## src/rtl/lsu_mem_stage.sv

```systemverilog
// Load/store stage between execute and writeback.
// Turns a memory op into one valid/ready bus request and returns load data or the ALU result.
module lsu_mem_stage #(
  parameter int unsigned XLEN         = 32,
  parameter int unsigned RESP_TIMEOUT = 255
) (
  input  logic            clk,
  input  logic            rst,
  input  logic            in_valid,
  output logic            in_ready,
  input  logic [XLEN-1:0] in_addr,
  input  logic [XLEN-1:0] in_wdata,
  input  logic            in_mem_read,
  input  logic            in_mem_write,
  input  logic [2:0]      in_mem_op,
  output logic            out_valid,
  input  logic            out_ready,
  output logic [XLEN-1:0] out_data,
  output logic            err,
  output logic            mem_req_valid,
  input  logic            mem_req_ready,
  output logic [XLEN-1:0] mem_req_addr,
  output logic            mem_req_wen,
  output logic [XLEN-1:0] mem_req_wdata,
  output logic [3:0]      mem_req_wstrb,
  input  logic            mem_resp_valid,
  input  logic [XLEN-1:0] mem_resp_rdata
);

  localparam logic [1:0] S_IDLE = 2'd0;
  localparam logic [1:0] S_REQ  = 2'd1;
  localparam logic [1:0] S_WAIT = 2'd2;
  localparam logic [1:0] S_OUT  = 2'd3;

  localparam int unsigned TMO_W     = 32;
  localparam logic [TMO_W-1:0] TMO_LIMIT = TMO_W'(RESP_TIMEOUT);
  localparam bit TMO_EN = (RESP_TIMEOUT != 0);

  logic [1:0]      state_q, state_n;
  logic [XLEN-1:0] req_addr_q, req_addr_n;
  logic [XLEN-1:0] req_wdata_q, req_wdata_n;
  logic [3:0]      req_wstrb_q, req_wstrb_n;
  logic            req_wen_q, req_wen_n;
  logic [2:0]      op_q, op_n;
  logic [1:0]      sh_q, sh_n;
  logic [XLEN-1:0] out_data_q, out_data_n;
  logic            err_q, err_n;
  logic [TMO_W-1:0] tmo_q, tmo_n;

  logic [XLEN-1:0] lane_wdata;
  logic [3:0]      lane_wstrb;
  logic            misaligned;
  logic [XLEN-1:0] load_shift;
  logic [XLEN-1:0] load_ext;

  // Store lane replication, byte enables and alignment check from the incoming op
  always_comb begin
    lane_wdata = in_wdata;
    lane_wstrb = 4'b1111;
    misaligned = |in_addr[1:0];
    case (in_mem_op)
      3'b000, 3'b100: begin
        lane_wdata = {4{in_wdata[7:0]}};
        lane_wstrb = 4'b0001 << in_addr[1:0];
        misaligned = 1'b0;
      end
      3'b001, 3'b101: begin
        lane_wdata = {2{in_wdata[15:0]}};
        lane_wstrb = 4'b0011 << in_addr[1:0];
        misaligned = in_addr[0];
      end
      default: ;
    endcase
  end

  // Load extraction from the latched byte offset and op
  always_comb begin
    load_shift = mem_resp_rdata >> {sh_q, 3'b000};
    case (op_q)
      3'b000:  load_ext = {{24{load_shift[7]}}, load_shift[7:0]};
      3'b001:  load_ext = {{16{load_shift[15]}}, load_shift[15:0]};
      3'b100:  load_ext = {24'd0, load_shift[7:0]};
      3'b101:  load_ext = {16'd0, load_shift[15:0]};
      default: load_ext = load_shift;
    endcase
  end

  always_comb begin
    state_n     = state_q;
    req_addr_n  = req_addr_q;
    req_wdata_n = req_wdata_q;
    req_wstrb_n = req_wstrb_q;
    req_wen_n   = req_wen_q;
    op_n        = op_q;
    sh_n        = sh_q;
    out_data_n  = out_data_q;
    err_n       = err_q;
    tmo_n       = tmo_q;
    case (state_q)
      S_IDLE: begin
        if (in_valid) begin
          req_addr_n  = {in_addr[XLEN-1:2], 2'b00};
          req_wen_n   = in_mem_write;
          req_wdata_n = in_mem_write ? lane_wdata : '0;
          req_wstrb_n = in_mem_write ? lane_wstrb : 4'b0000;
          op_n        = in_mem_op;
          sh_n        = in_addr[1:0];
          tmo_n       = '0;
          if (!(in_mem_read || in_mem_write)) begin
            state_n    = S_OUT;
            out_data_n = in_addr;
            err_n      = 1'b0;
          end else if (misaligned) begin
            state_n    = S_OUT;
            out_data_n = '0;
            err_n      = 1'b1;
          end else begin
            state_n = S_REQ;
          end
        end
      end
      S_REQ: begin
        if (mem_req_ready) state_n = S_WAIT;
      end
      S_WAIT: begin
        tmo_n = tmo_q + TMO_W'(1);
        // A response in the same cycle as the timeout wins
        if (mem_resp_valid) begin
          state_n    = S_OUT;
          out_data_n = req_wen_q ? '0 : load_ext;
          err_n      = 1'b0;
        end else if (TMO_EN && (tmo_n == TMO_LIMIT)) begin
          state_n    = S_OUT;
          out_data_n = '0;
          err_n      = 1'b1;
        end
      end
      S_OUT: begin
        if (out_ready) begin
          state_n = S_IDLE;
          err_n   = 1'b0;
        end
      end
      default: state_n = S_IDLE;
    endcase
  end

  always_ff @(posedge clk or posedge rst) begin
    if (rst) begin
      state_q     <= S_IDLE;
      req_addr_q  <= '0;
      req_wdata_q <= '0;
      req_wstrb_q <= 4'b0000;
      req_wen_q   <= 1'b0;
      op_q        <= 3'b000;
      sh_q        <= 2'b00;
      out_data_q  <= '0;
      err_q       <= 1'b0;
      tmo_q       <= '0;
    end else begin
      state_q     <= state_n;
      req_addr_q  <= req_addr_n;
      req_wdata_q <= req_wdata_n;
      req_wstrb_q <= req_wstrb_n;
      req_wen_q   <= req_wen_n;
      op_q        <= op_n;
      sh_q        <= sh_n;
      out_data_q  <= out_data_n;
      err_q       <= err_n;
      tmo_q       <= tmo_n;
    end
  end

  assign in_ready      = (state_q == S_IDLE);
  assign out_valid     = (state_q == S_OUT);
  assign mem_req_valid = (state_q == S_REQ);
  assign out_data      = out_data_q;
  assign err           = err_q;
  assign mem_req_addr  = req_addr_q;
  assign mem_req_wen   = req_wen_q;
  assign mem_req_wdata = req_wdata_q;
  assign mem_req_wstrb = req_wstrb_q;

endmodule
```

## config.mk

```make
export PLATFORM = sky130hd
export DESIGN_NAME = lsu_mem_stage
export DESIGN_NICKNAME = d
export VERILOG_FILES = /design/src/rtl/lsu_mem_stage.sv
export SDC_FILE = /design/constraint.sdc
export NUM_CORES = 1
export LEC_CHECK = 0
export ABC_CLOCK_PERIOD_IN_PS = 6000
export CAP_MARGIN = 30
export CORE_MARGIN = 3
export CORE_UTILIZATION = 50
export CTS_CLUSTER_DIAMETER = 80
export CTS_CLUSTER_SIZE = 25
export DETAILED_ROUTE_END_ITERATION = 12
export PLACE_DENSITY = 0.88
export SLEW_MARGIN = 15
export SYNTH_ARGS = -nofsm -noshare
export SYNTH_HDL_FRONTEND = slang
export SYNTH_SLANG_ARGS = --single-unit
```

## constraint.sdc

```tcl
create_clock -name clk -period 6 [get_ports clk]
set_clock_uncertainty 0.05 [all_clocks]
set_input_delay 0.9 -clock clk [delete_from_list [all_inputs] [get_ports clk]]
set_output_delay 0.9 -clock clk [all_outputs]
set_load 0.1 [all_outputs]
```

==> flow_summary.ini <==
[status]
status = completed

[setup_path]
r2r_slack_ns = 2.31
critPathLaunch = tmo_q[4]$_DFFE_PP0P_
cp_max_fo = 28
cp.required_ns = 6.31
worstPathArrival_ns = 4.00
worstSetupPathType = reg -> reg
end_kind = flop
startpoint_type = flop
reg2reg_from = tmo_q[4]$_DFFE_PP0P_
crit_slowest_cell = or4_2
critPathMaxStageDelay_ns = 0.88
path_cells = and4_1 > nand4_1 > nor4_1 > xor2_1 > or4_2 > buf_12 > or2_0 > o211ai_2

[routing]
drt-vias-per-instance = 6.36
first_pass_iters = 8
drt-initial-drc-count = 1125
num_vias = 8441
detail_route.wl_per_cell_microns = 21.0
wl_microns = 27900
ant_nets = 0
drc_errors = 0

[cts]
cts_tree = built
insertion_delay_ns = 0.43
cts.sinks = 139
cts_resized = 0
cts_root_buffer = clkbuf_16
path_clk_slew_ns = 0.06
htreeDepth = 4
clockBufferDepth = 2
post_cts_buffers = 0
cts_buffers = 17
ctsHoldBuffers = 0

[final_layout]
regArea_sq_um = 3480
finalNetCount = 1213
synthToLayoutAreaGrowth_pct = 34.2
post-route-util_pct = 69.9
fin_area_sq_um = 11300
multi_input_area_sq_um = 4550
drive_above_1_share_pct = 12.5
diodes = 0
fill_cells = 1175

[sta]
whs_ns = 0.428
rsz0062_at_grt = false
layout_setup_ws_ns = 2.31
hold_viol_final = 0
setup_violations = 0
period_share_pct = 61.5
worst_pin_slew_ns = 1.04
fin_setup_tns_ns = 0
layout_min_cycle_time_ns = 3.69
slew_viol_final = 0
slew_headroom_pct = 30.5
max_freq_ghz = 0.271

[job]
cap_violations = 0

[place]
place_congestion = 0.927
dp_worst_setup_slack_ns = 2.08
place_area_sq_um = 10600
dp_hpwl_microns = 18300
portBuffers = 209

[yosys]
synthAdderAreaFrac_pct = 0.892
synth_seq_area_share_pct = 41.3
synth_compound_gate_area_share_pct = 20.5
ys.warnings.count = 0
yosys.area_share.simple_pct = 20.3
synth_top_family_by_area = compound AO/OA/AOI/OAI gates
synth_ff_type = dfrtp_1
synth-edff-count = 0
syn_inst = 939
syn_area_sq_um = 8420
ys_types = 57
synth-xor-area-share_pct = 1.77
yosys.area.top_type = dfrtp_1
avgSynthCellArea_sq_um = 8.96
synthArstFlopShare_pct = 100
synth_seq_cells = 139
synth_area_leaders = dfrtp_1 (41%), nand2_1 (6.4%), o21ai_0 (6.4%)
synth_mux_area_share_pct = 10.0
synth.top_cell.area_share_pct = 41.3

[die]
start_util_pct = 52.1
dieWidth_microns = 136
dieArea_sq_um = 18400
io_pins = 212
core-area_sq_um = 16200
rows = 46
die_y_microns = 136

[global_routing]
grt_pass1_vias = 8088
antenna_found_initial = 0
grtUsageTotal_pct = 29.8
grt_pass1_wl_microns = 43500
globalRoute.totalOverflow = 0
grt_max_degree = 101

[power_and_ir_drop]
ir_drop_uv = 426
leakage_uw = 0.00453
p_per_area_nw_per_um2 = 631

[worst_hold_path]
min_path_type = reg -> reg
hp-start = mem_req_wdata[10]$_DFFE_PP0P_
[stage by stage]
| stage | power (uW) | cells |
|---|---|---|
| floorplan | 4820 | 940 |
| CTS | 7070 | 1321 |
| global route | 7390 | 1327 |
| detailed placement | 5920 | 1291 |
| global placement | 5820 | 1290 |
| finish | 7140 | 1327 |
[critical path, delay by kind of cell (launching register included)]
| family | cells | cell delay (ns) |
|---|---|---|
| buffers and inverters | 1 | 0.26 |
| flip-flops | 1 | 0.48 |
| AND/OR/NAND/NOR | 5 | 2.55 |
| AO/OA/AOI/OAI | 1 | 0.15 |
| XOR/XNOR | 1 | 0.12 |
[sequential cells by signal (all words and copies together), names as in the netlist]
register / count
err: 1
mem_req_addr: 30
mem_req_wdata: 32
mem_req_wen: 1
mem_req_wstrb: 4
op_q: 3
out_data: 32
sh_q: 2
state_q: 2
tmo_q: 32
[cells in the mapped netlist (all sizes together) (2+ instances only)]
cell and instances:
nand2 144, dfrtp 139, o21ai 108, clkbuf 60, nand3 56, nor2 46
nand4 45, mux2 44, o211ai 38, mux2i 35, a21oi 28, buf 27
a22o 24, inv 11, nor2b 11, nor3 10, o31ai 10, xnor2 10
a211o 7, a32o 7, nor4 7, xor2 7, ha 6, and4 5
nand2b 5, nand3b 5, a31oi 4, and3 4, o41ai 4, or2 4
or3 4, or4 4, a21o 3, a2111oi 2, a311oi 2
[final cells by class]
type | instances | share of cell area (%)
clock buffers | 19 | 4.01
inverters | 11 | 0.410
clock inverters | 11 | 1.48
repair buffers | 228 | 20.7
multi-input cells | 703 | 40.3
well taps | 216 | 2.39
flip-flops and latches | 139 | 30.8
[worst paths after layout]
path | end | cells after the start
max in group asynchronous | mem_req_addr[2]$_DFFE_PP0P_ | 4
worst min register to register | mem_req_wdata[10]$_DFFE_PP0P_ | 2
worst max-delay path | state_q[1]$_DFFE_PP0P_ | 8
worst max register to register | state_q[1]$_DFFE_PP0P_ | 8
min in group asynchronous | mem_req_wdata[25]$_DFFE_PP0P_ | 2
worst min-delay path | mem_req_wdata[10]$_DFFE_PP0P_ | 2
[cell usage in the layout, fill, tap and decap left out, types with 8 or more instances in the layout]
cell,count
a21oi_1,28
a22o_1,24
buf_4,12
clkbuf_16,17
clkdlybuf4s50_1,209
dfrtp_1,139
inv_1,10
mux2_2,44
mux2i_1,34
nand2_1,143
nand3_1,56
nand4_1,45
nor2_1,46
nor2b_1,9
nor3_1,8
o211ai_2,31
o21ai_0,107
o31ai_1,10
xnor2_1,10
[where the power goes]
part / internal [uW] / total (uW) / switching [uW]
combinational: 1120 / 4420 / 3300
sequential: 1280 / 1580 / 303
clock: 713 / 1140 / 424
[routing by layer]
metal / wire [microns] / up-vias / global-route usage, %
met5: 0 / - / 0
met2: 13100 / 584 / 46.9
li1: - / 3750 / -
met4: 688 / 0 / 9.80
met3: 3330 / 71 / 8.92
met1: 10700 / 4036 / 39.4
[logic make-up after synthesis]
group           after synthesis
mux                          79
flops                       139
simple gates                354
xor+xnor                     17
other cells                   1
compound gates              245
fa+ha+maj                     6
buf+inv                      98
No activity file was read; power rests on OpenSTA's default activity.
